File: src/rtl/mem_arbiter_if.sv
// Per-master access port of the memory arbiter.
//   req/we/lock/addr/wdata : master -> arbiter request
//   gnt                    : arbiter -> master, access accepted this cycle
//   rvalid/rdata           : arbiter -> master, read return one cycle after a read grant
// modport master is the requester side; modport slave is the arbiter side.
interface mem_arbiter_if #(
  parameter int unsigned ADDR_W = 16,
  parameter int unsigned DATA_W = 32
) ();
  logic              req;
  logic              we;
  logic              lock;
  logic [ADDR_W-1:0] addr;
  logic [DATA_W-1:0] wdata;
  logic              gnt;
  logic              rvalid;
  logic [DATA_W-1:0] rdata;

  modport master (
    output req, we, lock, addr, wdata,
    input  gnt, rvalid, rdata
  );

  modport slave (
    input  req, we, lock, addr, wdata,
    output gnt, rvalid, rdata
  );
endinterface

File: src/rtl/mem_arbiter.sv
// Two-master arbiter sharing the single MEMORY port (1-cycle read latency) between
// the CPU data port (m0) and the DMA/framebuffer copy engine (m1).
//   clk, rst          : clock, synchronous active-high reset
//   m0, m1            : master ports (mem_arbiter_if.slave)
//   mem_read_o        : to MEMORY memread_i
//   mem_write_o       : to MEMORY memwrite_i
//   mem_addr_o        : to MEMORY memaddr_i
//   mem_wdata_o       : to MEMORY memwdata_i
//   mem_rdata_i       : from MEMORY memrdata_o, valid the cycle after the read
// Round-robin grant, combinational in the request cycle. A master may lock the port
// for consecutive cycles; the lock is cut after MAX_LOCK cycles if the other master waits.
module mem_arbiter #(
  parameter int unsigned ADDR_W   = 16,
  parameter int unsigned DATA_W   = 32,
  parameter int unsigned MAX_LOCK = 8
) (
  input  logic              clk,
  input  logic              rst,
  mem_arbiter_if.slave      m0,
  mem_arbiter_if.slave      m1,
  output logic              mem_read_o,
  output logic              mem_write_o,
  output logic [ADDR_W-1:0] mem_addr_o,
  output logic [DATA_W-1:0] mem_wdata_o,
  input  logic [DATA_W-1:0] mem_rdata_i
);

  typedef enum logic [1:0] {StArb, StLock0, StLock1} state_e;

  localparam logic [7:0] CntMax = 8'(MAX_LOCK - 1);

  state_e     state_q;
  logic       last_q;
  logic [7:0] lock_cnt_q;
  logic       rd_v_q;
  logic       rd_owner_q;

  logic              gnt0, gnt1, gnt_any, sel, hold;
  logic              g_we, g_lock, other_req;
  logic [ADDR_W-1:0] g_addr;
  logic [DATA_W-1:0] g_wdata;

  always_comb begin
    gnt0 = 1'b0;
    gnt1 = 1'b0;
    // Lock owner keeps the port only while it is still requesting.
    hold = (state_q == StLock0 && m0.req) || (state_q == StLock1 && m1.req);
    if (!rst) begin
      if (state_q == StLock0 && m0.req) begin
        gnt0 = 1'b1;
      end else if (state_q == StLock1 && m1.req) begin
        gnt1 = 1'b1;
      end else if (m0.req && m1.req) begin
        if (last_q) gnt0 = 1'b1;
        else        gnt1 = 1'b1;
      end else if (m0.req) begin
        gnt0 = 1'b1;
      end else if (m1.req) begin
        gnt1 = 1'b1;
      end
    end
    gnt_any   = gnt0 | gnt1;
    sel       = gnt1;
    g_we      = sel ? m1.we    : m0.we;
    g_lock    = sel ? m1.lock  : m0.lock;
    g_addr    = sel ? m1.addr  : m0.addr;
    g_wdata   = sel ? m1.wdata : m0.wdata;
    other_req = sel ? m0.req   : m1.req;
  end

  always_ff @(posedge clk) begin
    if (rst) begin
      state_q    <= StArb;
      last_q     <= 1'b1;
      lock_cnt_q <= 8'd0;
      rd_v_q     <= 1'b0;
      rd_owner_q <= 1'b0;
    end else begin
      rd_v_q <= gnt_any & ~g_we;
      if (gnt_any && !g_we) rd_owner_q <= sel;

      if (hold) begin
        last_q <= sel;
        if (!g_lock) begin
          state_q <= StArb;
        end else if (other_req && lock_cnt_q == CntMax) begin
          // Forced release: last = owner, so the waiting master wins next cycle.
          state_q <= StArb;
        end else if (lock_cnt_q != CntMax) begin
          // Saturate so an idle peer never causes release later on its own.
          lock_cnt_q <= lock_cnt_q + 8'd1;
        end
      end else begin
        // Either already arbitrating, or the lock owner dropped req this cycle.
        if (state_q != StArb) lock_cnt_q <= 8'd0;
        state_q <= StArb;
        if (gnt_any) begin
          last_q <= sel;
          if (g_lock) begin
            state_q    <= sel ? StLock1 : StLock0;
            lock_cnt_q <= 8'd1;
          end
        end
      end
    end
  end

  assign m0.gnt = gnt0;
  assign m1.gnt = gnt1;

  assign mem_read_o  = gnt_any & ~g_we;
  assign mem_write_o = gnt_any & g_we;
  assign mem_addr_o  = gnt_any ? g_addr  : '0;
  assign mem_wdata_o = gnt_any ? g_wdata : '0;

  // Return is suppressed combinationally while reset is held.
  assign m0.rvalid = ~rst & rd_v_q & ~rd_owner_q;
  assign m1.rvalid = ~rst & rd_v_q & rd_owner_q;
  assign m0.rdata  = m0.rvalid ? mem_rdata_i : '0;
  assign m1.rdata  = m1.rvalid ? mem_rdata_i : '0;

endmodule

File: src/flat_wrapper.sv
// flat-port wrapper written by rule: the top's interface ports become plain ports
module mem_arbiter_flat 
#(
  parameter int unsigned ADDR_W   = 16,
  parameter int unsigned DATA_W   = 32,
  parameter int unsigned MAX_LOCK = 8
)
  (clk, rst, mem_read_o, mem_write_o, mem_addr_o, mem_wdata_o, mem_rdata_i, m0_req, m0_we, m0_lock, m0_addr, m0_wdata, m0_gnt, m0_rvalid, m0_rdata, m1_req, m1_we, m1_lock, m1_addr, m1_wdata, m1_gnt, m1_rvalid, m1_rdata);
  mem_arbiter_if #(.ADDR_W(ADDR_W), .DATA_W(DATA_W)) m0_i ();
  mem_arbiter_if #(.ADDR_W(ADDR_W), .DATA_W(DATA_W)) m1_i ();
  input  logic clk;
  input  logic rst;
  output logic mem_read_o;
  output logic mem_write_o;
  output logic [ADDR_W-1:0] mem_addr_o;
  output logic [DATA_W-1:0] mem_wdata_o;
  input  logic [DATA_W-1:0] mem_rdata_i;
  input wire logic [$bits(m0_i.req)-1:0] m0_req;
  input wire logic [$bits(m0_i.we)-1:0] m0_we;
  input wire logic [$bits(m0_i.lock)-1:0] m0_lock;
  input wire logic [$bits(m0_i.addr)-1:0] m0_addr;
  input wire logic [$bits(m0_i.wdata)-1:0] m0_wdata;
  output wire logic [$bits(m0_i.gnt)-1:0] m0_gnt;
  output wire logic [$bits(m0_i.rvalid)-1:0] m0_rvalid;
  output wire logic [$bits(m0_i.rdata)-1:0] m0_rdata;
  input wire logic [$bits(m1_i.req)-1:0] m1_req;
  input wire logic [$bits(m1_i.we)-1:0] m1_we;
  input wire logic [$bits(m1_i.lock)-1:0] m1_lock;
  input wire logic [$bits(m1_i.addr)-1:0] m1_addr;
  input wire logic [$bits(m1_i.wdata)-1:0] m1_wdata;
  output wire logic [$bits(m1_i.gnt)-1:0] m1_gnt;
  output wire logic [$bits(m1_i.rvalid)-1:0] m1_rvalid;
  output wire logic [$bits(m1_i.rdata)-1:0] m1_rdata;
  assign m0_i.req = m0_req;
  assign m0_i.we = m0_we;
  assign m0_i.lock = m0_lock;
  assign m0_i.addr = m0_addr;
  assign m0_i.wdata = m0_wdata;
  assign m0_gnt = m0_i.gnt;
  assign m0_rvalid = m0_i.rvalid;
  assign m0_rdata = m0_i.rdata;
  assign m1_i.req = m1_req;
  assign m1_i.we = m1_we;
  assign m1_i.lock = m1_lock;
  assign m1_i.addr = m1_addr;
  assign m1_i.wdata = m1_wdata;
  assign m1_gnt = m1_i.gnt;
  assign m1_rvalid = m1_i.rvalid;
  assign m1_rdata = m1_i.rdata;
  mem_arbiter #(.ADDR_W(ADDR_W), .DATA_W(DATA_W), .MAX_LOCK(MAX_LOCK)) u_core (.clk(clk), .rst(rst), .m0(m0_i), .m1(m1_i), .mem_read_o(mem_read_o), .mem_write_o(mem_write_o), .mem_addr_o(mem_addr_o), .mem_wdata_o(mem_wdata_o), .mem_rdata_i(mem_rdata_i));
endmodule
File: config.mk
export PLATFORM = sky130hd
export DESIGN_NAME = mem_arbiter_flat
export DESIGN_NICKNAME = d
export VERILOG_FILES = /design/src/rtl/mem_arbiter_if.sv /design/src/rtl/mem_arbiter.sv /design/src/flat_wrapper.sv
export SDC_FILE = /design/constraint.sdc
export NUM_CORES = 1
export LEC_CHECK = 0
export ABC_AREA = 1
export BUFFER_PORTS_ARGS = -buffer_cell sky130_fd_sc_hd__buf_2
export CAP_MARGIN = 20
export CORE_AREA = 2 2 98 100
export CTS_CLUSTER_DIAMETER = 120
export DETAILED_ROUTE_END_ITERATION = 16
export DIE_AREA = 0 0 100 102
export SKIP_CTS_REPAIR_TIMING = 1
export SLEW_MARGIN = 0
export SYNTH_ARGS = -nofsm -noshare
export SYNTH_HDL_FRONTEND = slang
export SYNTH_SLANG_ARGS = --single-unit
File: constraint.sdc
create_clock -name clk -period 2.8 [get_ports clk]
set_input_delay 0.56 -clock clk [delete_from_list [all_inputs] [get_ports clk]]
set_output_delay 0.56 -clock clk [all_outputs]
set_load 0.05 [all_outputs]
### Yosys cells after proc, flatten, opt, wreduce, memory -nomap -nowiden

Index checks and enable logic that the tools add are counted.

* bits in registers: 13
* input port bits: 136
* output and inout port bits: 118
* word-level logic and storage cells: 70

* $add $sub $neg: 1
* equality and inequality tests: 8
* multiplexer cells: 37
* bitwise gates (word level): 9
* reduce and logical (&&, ||, !) cells: 10

Operator list (number)
* $mux W32: 4
* $mux W8: 7
* $mux W16: 2
* $mux W1: 18
* $mux W2: 6
* $add A8 B1 Y8 const B: 1
* $eq A8 B3 Y1 const B: 1
* $ne A8 B3 Y1 const B: 1
* $ne A2 B2 Y1 const B: 3
* $and A1 B1 Y1: 5
* $logic_and A1 B1 Y1: 5
* $reduce_bool A2 Y1: 2
* $ne A3 B3 Y1 const B: 1
* $not A1 Y1: 3
* $reduce_and A3 Y1: 1
* $eq A2 B1 Y1 const B: 1
* $eq A2 B2 Y1 const B: 1
* $logic_not A1 Y1: 1
* $logic_or A1 B1 Y1: 1
* $or A1 B1 Y1: 1

### Logic depth before layout (Yosys ltp)

Gate-level depths: netlist of the first run.

* depth after elaboration: 11
* depth in mapped cells: 11
* depth with buffers taken out: 11

### Least setup slack after synthesis of the first run

Ideal clock, no wire load.

* kind: input port to output port
* from: input rst
* to: output m0_rdata[10]
* arrival: 3.044 ns
* data required time: 2.240 ns
* path slack: -0.804 ns
* stages: 5
* path buffers: 2
* cell sequence: buf_2 nor3_1 inv_1 clkbuf_1 nor2_1

* word-level cells in the longest chain between the ends: 4

Ends and longest elaborated chain
* from (decl): line flat_wrapper.sv:12 `input logic rst;`
* $not A1 Y1: line mem_arbiter.sv:117 `assign m0.rvalid = ~rst & rd_v_q & ~rd_owner_q;`
* $and A1 B1 Y1 (2 in a row): line mem_arbiter.sv:117
* via m0_rvalid: line flat_wrapper.sv:24 `output wire logic [$bits(m0_i.rvalid)-1:0] m0_rvalid;`
* $mux W32: line mem_arbiter.sv:119 `assign m0.rdata = m0.rvalid ? mem_rdata_i : '0;`
* to (decl): line flat_wrapper.sv:25 `output wire logic [$bits(m0_i.rdata)-1:0] m0_rdata;`

The timed path passes the listed nets, and every way through them passes these cells.

### Worst setup path after layout of the first run

* from: input m0_req
* to: output mem_wdata_o[11]

* word-level cells in the longest chain between the ends: 7
* elaborated cells on any way between the ends: 15
* classes of those cells: 12 x mux; 1 x bitwise; 2 x reduce/logical

Ends and longest elaborated chain
* from (decl): line flat_wrapper.sv:18 `input wire logic [$bits(m0_i.req)-1:0] m0_req;`
* $mux W1 or $logic_and A1 B1 Y1 (tied branches): line mem_arbiter.sv:56, mem_arbiter.sv:53
* $mux W1: line mem_arbiter.sv:53 `end else if (m0.req && m1.req) begin`
* $mux W1: line mem_arbiter.sv:51 `end else if (state_q == StLock1 && m1.req) begin`
* $mux W1: line mem_arbiter.sv:49 `if (state_q == StLock0 && m0.req) begin`
* $mux W1: line mem_arbiter.sv:48 `if (!rst) begin`
* $mux W32 or $or A1 B1 Y1 (tied branches): line mem_arbiter.sv:67, mem_arbiter.sv:62
* $mux W32 *: line mem_arbiter.sv:114 `assign mem_wdata_o = gnt_any ? g_wdata : '0;`
* to (decl): line flat_wrapper.sv:16 `output logic [DATA_W-1:0] mem_wdata_o;`

Every way passes the cells marked *; elsewhere a longest branch is shown, timed or not.

==> results_tabular.tex, run 1 <==
\begin{tabular}{lr}
\hline
Metric & Value \\
\hline
\multicolumn{2}{l}{\textbf{Logic synthesis}} \\
Library cell with the largest summed area after synthesis & sky130\_fd\_sc\_hd\_\_nand2\_1 \\
Count of yosys warnings during synthesis & 0 \\
Post-Syn Area & 0.00195 mm² \\
Number of enable-type register cells in the synthesized netlist & 0 \\
Share of async-settable or async-resettable flops after synthesis & 0\% \\
Leading cell types by total area after synthesis & sky130\_fd\_sc\_hd\_\_nand2\_1 22\%, sky130\_fd\_sc\_hd\_\_a21oi\_1 16\%, sky130\_fd\_sc\_hd\_\_nor2\_1 15\%, sky130\_fd\_sc\_hd\_\_dfxtp\_1 13\%, sky130\_fd\_sc\_hd\_\_inv\_1 11\% \\
Post-synth top area share & 22.5\% \\
Sequential cell area fraction in the yosys report & 13.3\% \\
Most frequently used flop master after synthesis & sky130\_fd\_sc\_hd\_\_dfxtp\_1 \\
Number of instances in the synthesized netlist & 402 \\
Net count after synthesis & 539 \\
Post-Synthesis Mean Instance Area & 4.86 µm² \\
Flop and latch count out of synthesis & 13 \\
Number of unique standard cell types used by synthesis & 26 \\
\multicolumn{2}{l}{\textbf{Worst setup path}} \\
Delay of the slowest cell on the worst path & 0.31 ns \\
Top delay family on crit path & buffers and inverters \\
Critical path startpoint category & primary input \\
Critical path start-end classification & primary input to primary output \\
Worst endpoint required time & 2.24 ns \\
Top fanout value on the critical path & 48 \\
Arrival time reported for the critical path endpoint & 1.99 ns \\
Capturing element type of the critical path & primary output \\
Cell breakdown of the critical path & buf\_2 -> nand2\_1 -> inv\_1 -> nand2\_4 -> a31oi\_2 -> inv\_2 -> buf\_12 -> a21oi\_1 -> buf\_2 \\
Highest-delay cell along the critical path & sky130\_fd\_sc\_hd\_\_buf\_2 \\
Library cell appearing most often on the critical path & sky130\_fd\_sc\_hd\_\_buf\_2 \\
Buf/Inv on CP & 5 \\
\multicolumn{2}{l}{\textbf{Routing}} \\
First-pass DRT Iterations & 5 \\
Wire length per cell & 11.7 µm \\
Drc violations & 0 \\
Aggregate routed wire length & 8850 µm \\
Remaining antenna violation count after routing & 0 \\
Vias per inst & 4.43 \\
Drt initial violations & 160 \\
Via count & 3348 \\
\multicolumn{2}{l}{\textbf{Global routing}} \\
Total overflow reported by the global router & 0 \\
First-pass GRT wire length & 12900 µm \\
Vias in the first global route & 2864 \\
Largest net degree at the start of global routing & 54 \\
Antenna violations before repair & 0 \\
All-Layer GR Usage & 14.9\% \\
\multicolumn{2}{l}{\textbf{Timing}} \\
RSZ-0062 raised after global routing & false \\
Final Hold Slack & 0.484 ns \\
Final setup TNS & 0 ns \\
Count of endpoints failing hold in the final timing report & 0 \\
Max Fclk & 392 MHz \\
Worst rel slew slack & 77.6\% \\
Minimum period implied by the final worst setup slack & 2.55 ns \\
Tcrit/Tclk final & 91.1\% \\
Worst path setup slack after routing & 0.251 ns \\
Slew Limit Fails & 0 \\
Actual transition at the worst max-transition pin & 0.336 ns \\
Setup-violating endpoint count in the final report & 0 \\
Clk\_skew & 0.00554 ns \\
\multicolumn{2}{l}{\textbf{Place}} \\
GP Congestion & 0.842 \\
Post-Place Worst Slack & 0.243 ns \\
Hpwl dp & 7450 µm \\
IO Port Bufs & 253 \\
\multicolumn{2}{l}{\textbf{Clocking}} \\
Clock Pin Slew Worst Setup and Hold Paths & 0.06 ns \\
CTS root buffer & sky130\_fd\_sc\_hd\_\_clkbuf\_8 \\
Clock network latency to the later pin of the worst-skew pair & 0.25 ns \\
Clock buffer count from CTS & 3 \\
Maximum root-to-sink buffer count & 2 \\
TritonCTS clock tree & built \\
Number of H-tree levels & 1 \\
Total clock sinks & 13 \\
\multicolumn{2}{l}{\textbf{Floorplanning}} \\
Number of placement rows & 35 \\
Core Region & 0.00911 mm² \\
I/O pin count & 254 \\
Die Y-Extent & 102 µm \\
Initial standard-cell utilization of the core & 21.4\% \\
Die X-Extent & 100 µm \\
Floorplan die area & 0.0102 mm² \\
\multicolumn{2}{l}{\textbf{Outcome}} \\
Status & finished, final reports clean \\
\multicolumn{2}{l}{\textbf{Power and ir drop}} \\
Pwr Density & 284 mW/mm² \\
Standby leakage power & 2.23 nW \\
Worst IR Drop VDD & 0.000155 V \\
Overall power & 1.01 mW \\
\multicolumn{2}{l}{\textbf{Run}} \\
Number of max-cap violations & 0 \\
\multicolumn{2}{l}{\textbf{Final layout}} \\
Post-Route Utilization & 38.9\% \\
Share of final-layout standard cells stronger than drive strength 1 & 49.5\% \\
Number of antenna cells inserted & 0 \\
Fill cells & 1002 \\
Top library cells by usage in the layout, fill and taps aside & 253 x sky130\_fd\_sc\_hd\_\_buf\_2, 117 x sky130\_fd\_sc\_hd\_\_nand2\_1, 56 x sky130\_fd\_sc\_hd\_\_inv\_1 \\
Synth-to-Final Area Change & 81.5\% \\
Most common library cell in the layout ignoring fill and taps & sky130\_fd\_sc\_hd\_\_buf\_2 \\
Nets & 782 \\
\multicolumn{2}{l}{\textbf{Min path}} \\
Classification of the worst-slack hold path & flip-flop to flip-flop \\
\hline
\end{tabular}
==> sequential cells by signal, indices dropped and copies added (netlist names) <==
name / cells
u_core.rd_owner_q: 1
u_core.rd_v_q: 1
u_core.lock_cnt_q: 8
u_core.last_q: 1
u_core.state_q: 2
==> metal layers <==
metal / wire (µm) / up-vias / track usage, %
li1: - / 1724 / -
met1: 3470 / 1442 / 18.0
met2: 4600 / 175 / 28.6
met3: 722 / 7 / 2.05
met4: 64 / 0 / 2.42
met5: 0 / - / 0
==> worst reg2reg max path, stage by stage, from the launching register on <==
cell and delay, ns:
sky130_fd_sc_hd__dfxtp_1 0.42, sky130_fd_sc_hd__nand3_2 0.19, sky130_fd_sc_hd__nand3_4 0.14, sky130_fd_sc_hd__buf_12 0.23, sky130_fd_sc_hd__nand2_1 0.08, sky130_fd_sc_hd__nand3_1 0.08, sky130_fd_sc_hd__nand2_2 0.18, sky130_fd_sc_hd__o21ai_0 0.21
sky130_fd_sc_hd__inv_1 0.06, sky130_fd_sc_hd__nand2_1 0.05, sky130_fd_sc_hd__inv_1 0.04
==> Yosys cell counts, types with 3 or more instances <==
cell type	count
sky130_fd_sc_hd__a21oi_1	61
sky130_fd_sc_hd__buf_2	9
sky130_fd_sc_hd__clkbuf_1	14
sky130_fd_sc_hd__dfxtp_1	13
sky130_fd_sc_hd__inv_1	56
sky130_fd_sc_hd__inv_2	3
sky130_fd_sc_hd__nand2_1	117
sky130_fd_sc_hd__nand2_2	3
sky130_fd_sc_hd__nand3_1	9
sky130_fd_sc_hd__nand4_1	6
sky130_fd_sc_hd__nor2_1	78
sky130_fd_sc_hd__nor3_1	4
sky130_fd_sc_hd__o21ai_0	11
sky130_fd_sc_hd__o21ai_1	5
==> stage by stage <==
step	cells	instance area (µm²)
floorplan	402	2070
global placement	751	3500
detailed placement	751	3500
CTS	755	3540
global route	755	3540
finish	755	3540
==> power breakdown <==
group          switching (mW)  internal [mW]  total (mW)
registers             0.00860          0.193       0.202
clock network          0.0712          0.101       0.172
logic                   0.447          0.187       0.634
total                   0.527          0.480        1.01
==> layout make-up <==
type	instances	area [µm²]	area share, %
Clock buffer	4	45.0	1.27
Sequential cell	13	260	7.34
Timing Repair Buffer	262	1400	39.4
Multi-Input combinational cell	306	1480	41.8
Tap cell	111	139	3.92
Inverter	59	221	6.25
==> kinds of logic after synthesis <==
logic type / after synthesis / synth area share (%)
adder cells (fa/ha/maj): 1 / 0.641
XOR/XNOR: 1 / 0.449
flip-flops: 13 / 13.3
buffers and inverters: 83 / 16.9
AO/OA/AOI/OAI: 80 / 21.2
AND/OR/NAND/NOR: 224 / 47.4
==> worst paths after layout <==
path         cells past startpoint                   end            startpoint  slack (ns)
min                              2  u_core.lock_cnt_q[1]  u_core.lock_cnt_q[1]        0.48
min reg2reg                      2  u_core.lock_cnt_q[1]  u_core.lock_cnt_q[1]        0.48
max                              9       mem_wdata_o[11]                m0_req        0.25
max reg2reg                     10  u_core.lock_cnt_q[2]     u_core.state_q[0]        1.03
(Power assumes the default switching activity.)
==> inputs of run 2 (changes only) <==
- PLACE_DENSITY: not set -> 0.68
==> run 2 against run 1 <==
Effect of this change:
- total power decreased by 0.97%
- sequential power about the same
- register-to-register slack improved by 0.11 ns
- wire length is 6.7% higher
- clock power shrank 2%
- via count is 3.8% lower
- first-iteration DRC count decreased by 10%
- combinational power decreased by 0.9%
- core utilization decreased by 0.41 points
==> results_tabular.tex, run 2 (synthesis results as in run 1) <==
\begin{tabular}{lr}
\hline
Metric & Value \\
\hline
\multicolumn{2}{l}{\textbf{Global routing}} \\
Largest net degree at the start of global routing & 49 (-9.3\%) \\
Total overflow reported by the global router & 0 (unchanged) \\
First-pass GRT wire length & 13500 µm (+5.3\%) \\
All-Layer GR Usage & 16.3\% (+1.4 points) \\
Antenna violations before repair & 0 (unchanged) \\
Vias in the first global route & 2744 (-4.2\%) \\
\multicolumn{2}{l}{\textbf{Timing}} \\
Worst path setup slack after routing & 0.265 ns (+0.0146 ns) \\
Actual transition at the worst max-transition pin & 0.491 ns (+0.156 ns) \\
Worst rel slew slack & 67.2\% (-10 points) \\
Final setup TNS & 0 ns (unchanged) \\
Minimum period implied by the final worst setup slack & 2.53 ns (-0.0146 ns) \\
Setup-violating endpoint count in the final report & 0 (unchanged) \\
Tcrit/Tclk final & 90.5\% (-0.52 points) \\
Clk\_skew & 0.000560 ns (-0.00498 ns) \\
Count of endpoints failing hold in the final timing report & 0 (unchanged) \\
RSZ-0062 raised after global routing & false \\
Max Fclk & 395 MHz (+0.58\%) \\
Slew Limit Fails & 0 (unchanged) \\
\multicolumn{2}{l}{\textbf{Worst setup path}} \\
Minimum setup slack among reg-to-reg paths & 1.14 ns (+0.11 ns) \\
Reg-to-reg critical path endpoint & u\_core.lock\_cnt\_q[5] \\
Critical path startpoint category & primary input \\
Buf/Inv on CP & 5 (unchanged) \\
Capturing element type of the critical path & primary output \\
Worst endpoint required time & 2.24 ns (about the same) \\
Worst setup path end & mem\_wdata\_o[30] \\
Cell breakdown of the critical path & buf\_2 -> nand2\_1 -> inv\_1 -> nand2\_4 -> a31oi\_2 -> inv\_2 -> buf\_4 -> a21oi\_1 -> buf\_2 \\
Critical R2R Launch & u\_core.lock\_cnt\_q[0] \\
CP Launch Point & m0\_req \\
Critical path start-end classification & primary input to primary output \\
Top fanout value on the critical path & 35 (-27\%) \\
Highest-delay cell along the critical path & sky130\_fd\_sc\_hd\_\_buf\_2 \\
Library cell appearing most often on the critical path & sky130\_fd\_sc\_hd\_\_buf\_2 \\
Top delay family on crit path & buffers and inverters \\
Delay of the slowest cell on the worst path & 0.29 ns (-0.02 ns) \\
Count of cells along the worst register-to-register path & 10 (unchanged) \\
Arrival time reported for the critical path endpoint & 1.97 ns (-0.02 ns) \\
Stages on the worst setup path & 9 (unchanged) \\
\multicolumn{2}{l}{\textbf{Power and ir drop}} \\
Int Pwr & 0.476 mW (-0.92\%) \\
Register share of total power & 20.2\% (+0.2 points) \\
Clock share of power & 16.9\% (-0.2 points) \\
Fraction of power spent switching nets & 52.3\% (about the same) \\
Pwr Density & 285 mW/mm² (about the same) \\
Standby leakage power & 2.22 nW (-0.79\%) \\
Worst IR Drop VDD & 0.000132 V (-15\%) \\
Combinational fraction of design power & 62.9\% (about the same) \\
Net switching power figure & 0.522 mW (-1.0\%) \\
\multicolumn{2}{l}{\textbf{Routing}} \\
Remaining antenna violation count after routing & 0 (unchanged) \\
Via count & 3220 (-3.8\%) \\
Drc violations & 0 (unchanged) \\
Aggregate routed wire length & 9450 µm (+6.7\%) \\
Wire length per cell & 12.5 µm (+6.7\%) \\
First-pass DRT Iterations & 4 (-1) \\
Drt initial violations & 144 (-10\%) \\
Vias per inst & 4.26 (-3.8\%) \\
\multicolumn{2}{l}{\textbf{Place}} \\
IO Port Bufs & 253 (unchanged) \\
Placed cell area & 0.00346 mm² (-1.1\%) \\
Post-Place Worst Slack & 0.274 ns (+0.0305 ns) \\
Total instance count after detailed placement & 751 (unchanged) \\
GP Congestion & 0.811 (-3.7\%) \\
Hpwl dp & 7840 µm (+5.3\%) \\
\multicolumn{2}{l}{\textbf{Final layout}} \\
Cell area after layout & 0.00351 mm² (-1.1\%) \\
Synth-to-Final Area Change & 79.6\% \\
Biggest register & u\_core.lock\_cnt\_q \\
Top Registers & u\_core.lock\_cnt\_q (8), u\_core.state\_q (2) \\
Post-route non-filler standard cell count & 755 (unchanged) \\
Max reg flops & 8 (unchanged) \\
Top library cells by usage in the layout, fill and taps aside & 253 x sky130\_fd\_sc\_hd\_\_buf\_2, 117 x sky130\_fd\_sc\_hd\_\_nand2\_1, 56 x sky130\_fd\_sc\_hd\_\_inv\_1 \\
Number of antenna cells inserted & 0 (unchanged) \\
Most common library cell in the layout ignoring fill and taps & sky130\_fd\_sc\_hd\_\_buf\_2 \\
Share of final-layout standard cells stronger than drive strength 1 & 49.5\% (unchanged) \\
Post-Route Utilization & 38.5\% (-0.41 points) \\
Nets & 782 (unchanged) \\
\multicolumn{2}{l}{\textbf{Min path}} \\
Classification of the worst-slack hold path & flip-flop to flip-flop \\
\multicolumn{2}{l}{\textbf{Clocking}} \\
Clock Pin Slew Worst Setup and Hold Paths & 0.05 ns (about the same) \\
Clock buffer count from CTS & 3 (unchanged) \\
Maximum root-to-sink buffer count & 2 (unchanged) \\
CTS root buffer & sky130\_fd\_sc\_hd\_\_clkbuf\_8 \\
TritonCTS clock tree & built \\
Clock network latency to the later pin of the worst-skew pair & 0.24 ns (about the same) \\
Total clock sinks & 13 (unchanged) \\
Number of H-tree levels & 1 (unchanged) \\
\multicolumn{2}{l}{\textbf{Floorplanning}} \\
Initial standard-cell utilization of the core & 21.4\% (unchanged) \\
Core Region & 0.00911 mm² (unchanged) \\
Number of placement rows & 35 (unchanged) \\
Die X-Extent & 100 µm (unchanged) \\
Die Y-Extent & 102 µm (unchanged) \\
Floorplan die area & 0.0102 mm² (unchanged) \\
I/O pin count & 254 (unchanged) \\
\multicolumn{2}{l}{\textbf{Run}} \\
Number of max-cap violations & 0 (unchanged) \\
\multicolumn{2}{l}{\textbf{Outcome}} \\
Status & finished, final reports clean \\
\hline
\end{tabular}
==> run 2: worst min path at each step <==
stage	from	end	slack, ns	cells past startpoint
after global placement	u_core.lock_cnt_q[1]	u_core.lock_cnt_q[1]	0.48	2
after floorplan	u_core.last_q	u_core.last_q	0.46	2
after detailed placement	u_core.lock_cnt_q[1]	u_core.lock_cnt_q[1]	0.48	2
after CTS	u_core.lock_cnt_q[1]	u_core.lock_cnt_q[1]	0.50	2
final	u_core.lock_cnt_q[1]	u_core.lock_cnt_q[1]	0.50	2
after global routing	u_core.lock_cnt_q[1]	u_core.lock_cnt_q[1]	0.52	2
==> run 2: layer usage <==
metal | part of all wire [%] | global-route usage (%)
met1 | 43 | 21.5
met2 | 48 | 28.3
met3 | 8.1 | 3.08
met4 | 0.40 | 2.74
met5 | 0 | 0
==> run 2: cell type report <==
type | count | area (µm²)
tap | 111 | 139
clock buffer | 4 | 45.0
fill | 1025 | 5600
timing repair buffer | 262 | 1360
multi-input combinational | 306 | 1480
sequential | 13 | 260
inverter | 59 | 221
==> run 2: worst reg2reg max path, cell delays in order, from the launching register on <==
cell,delay [ns]
sky130_fd_sc_hd__dfxtp_1,0.40
sky130_fd_sc_hd__ha_1,0.19
sky130_fd_sc_hd__nand2_1,0.07
sky130_fd_sc_hd__nor3_1,0.14
sky130_fd_sc_hd__nand2_1,0.12
sky130_fd_sc_hd__nand3_1,0.11
sky130_fd_sc_hd__nand2_2,0.19
sky130_fd_sc_hd__o21ai_0,0.21
sky130_fd_sc_hd__inv_1,0.05
sky130_fd_sc_hd__nand2_1,0.06
sky130_fd_sc_hd__inv_1,0.03
==> run 2: per-stage QoR <==
stage / power (mW) / hold WS (ns)
2_1_floorplan: 0.633 / 0.455
3_3_place_gp: 0.833 / 0.479
3_5_place_dp: 0.834 / 0.485
4_1_cts: 1.01 / 0.499
5_1_grt: 1.06 / 0.515
6_report: 0.998 / 0.498
==> run 2: power by group through the flow <==
stage / clock (mW) / combinational, mW / sequential [mW]
final: 0.168 / 0.628 / 0.201
after global routing: 0.183 / 0.677 / 0.203
after CTS: 0.174 / 0.631 / 0.201
after detailed placement: 0 / 0.629 / 0.205
after global placement: 0 / 0.628 / 0.205
after floorplan: 0 / 0.430 / 0.203
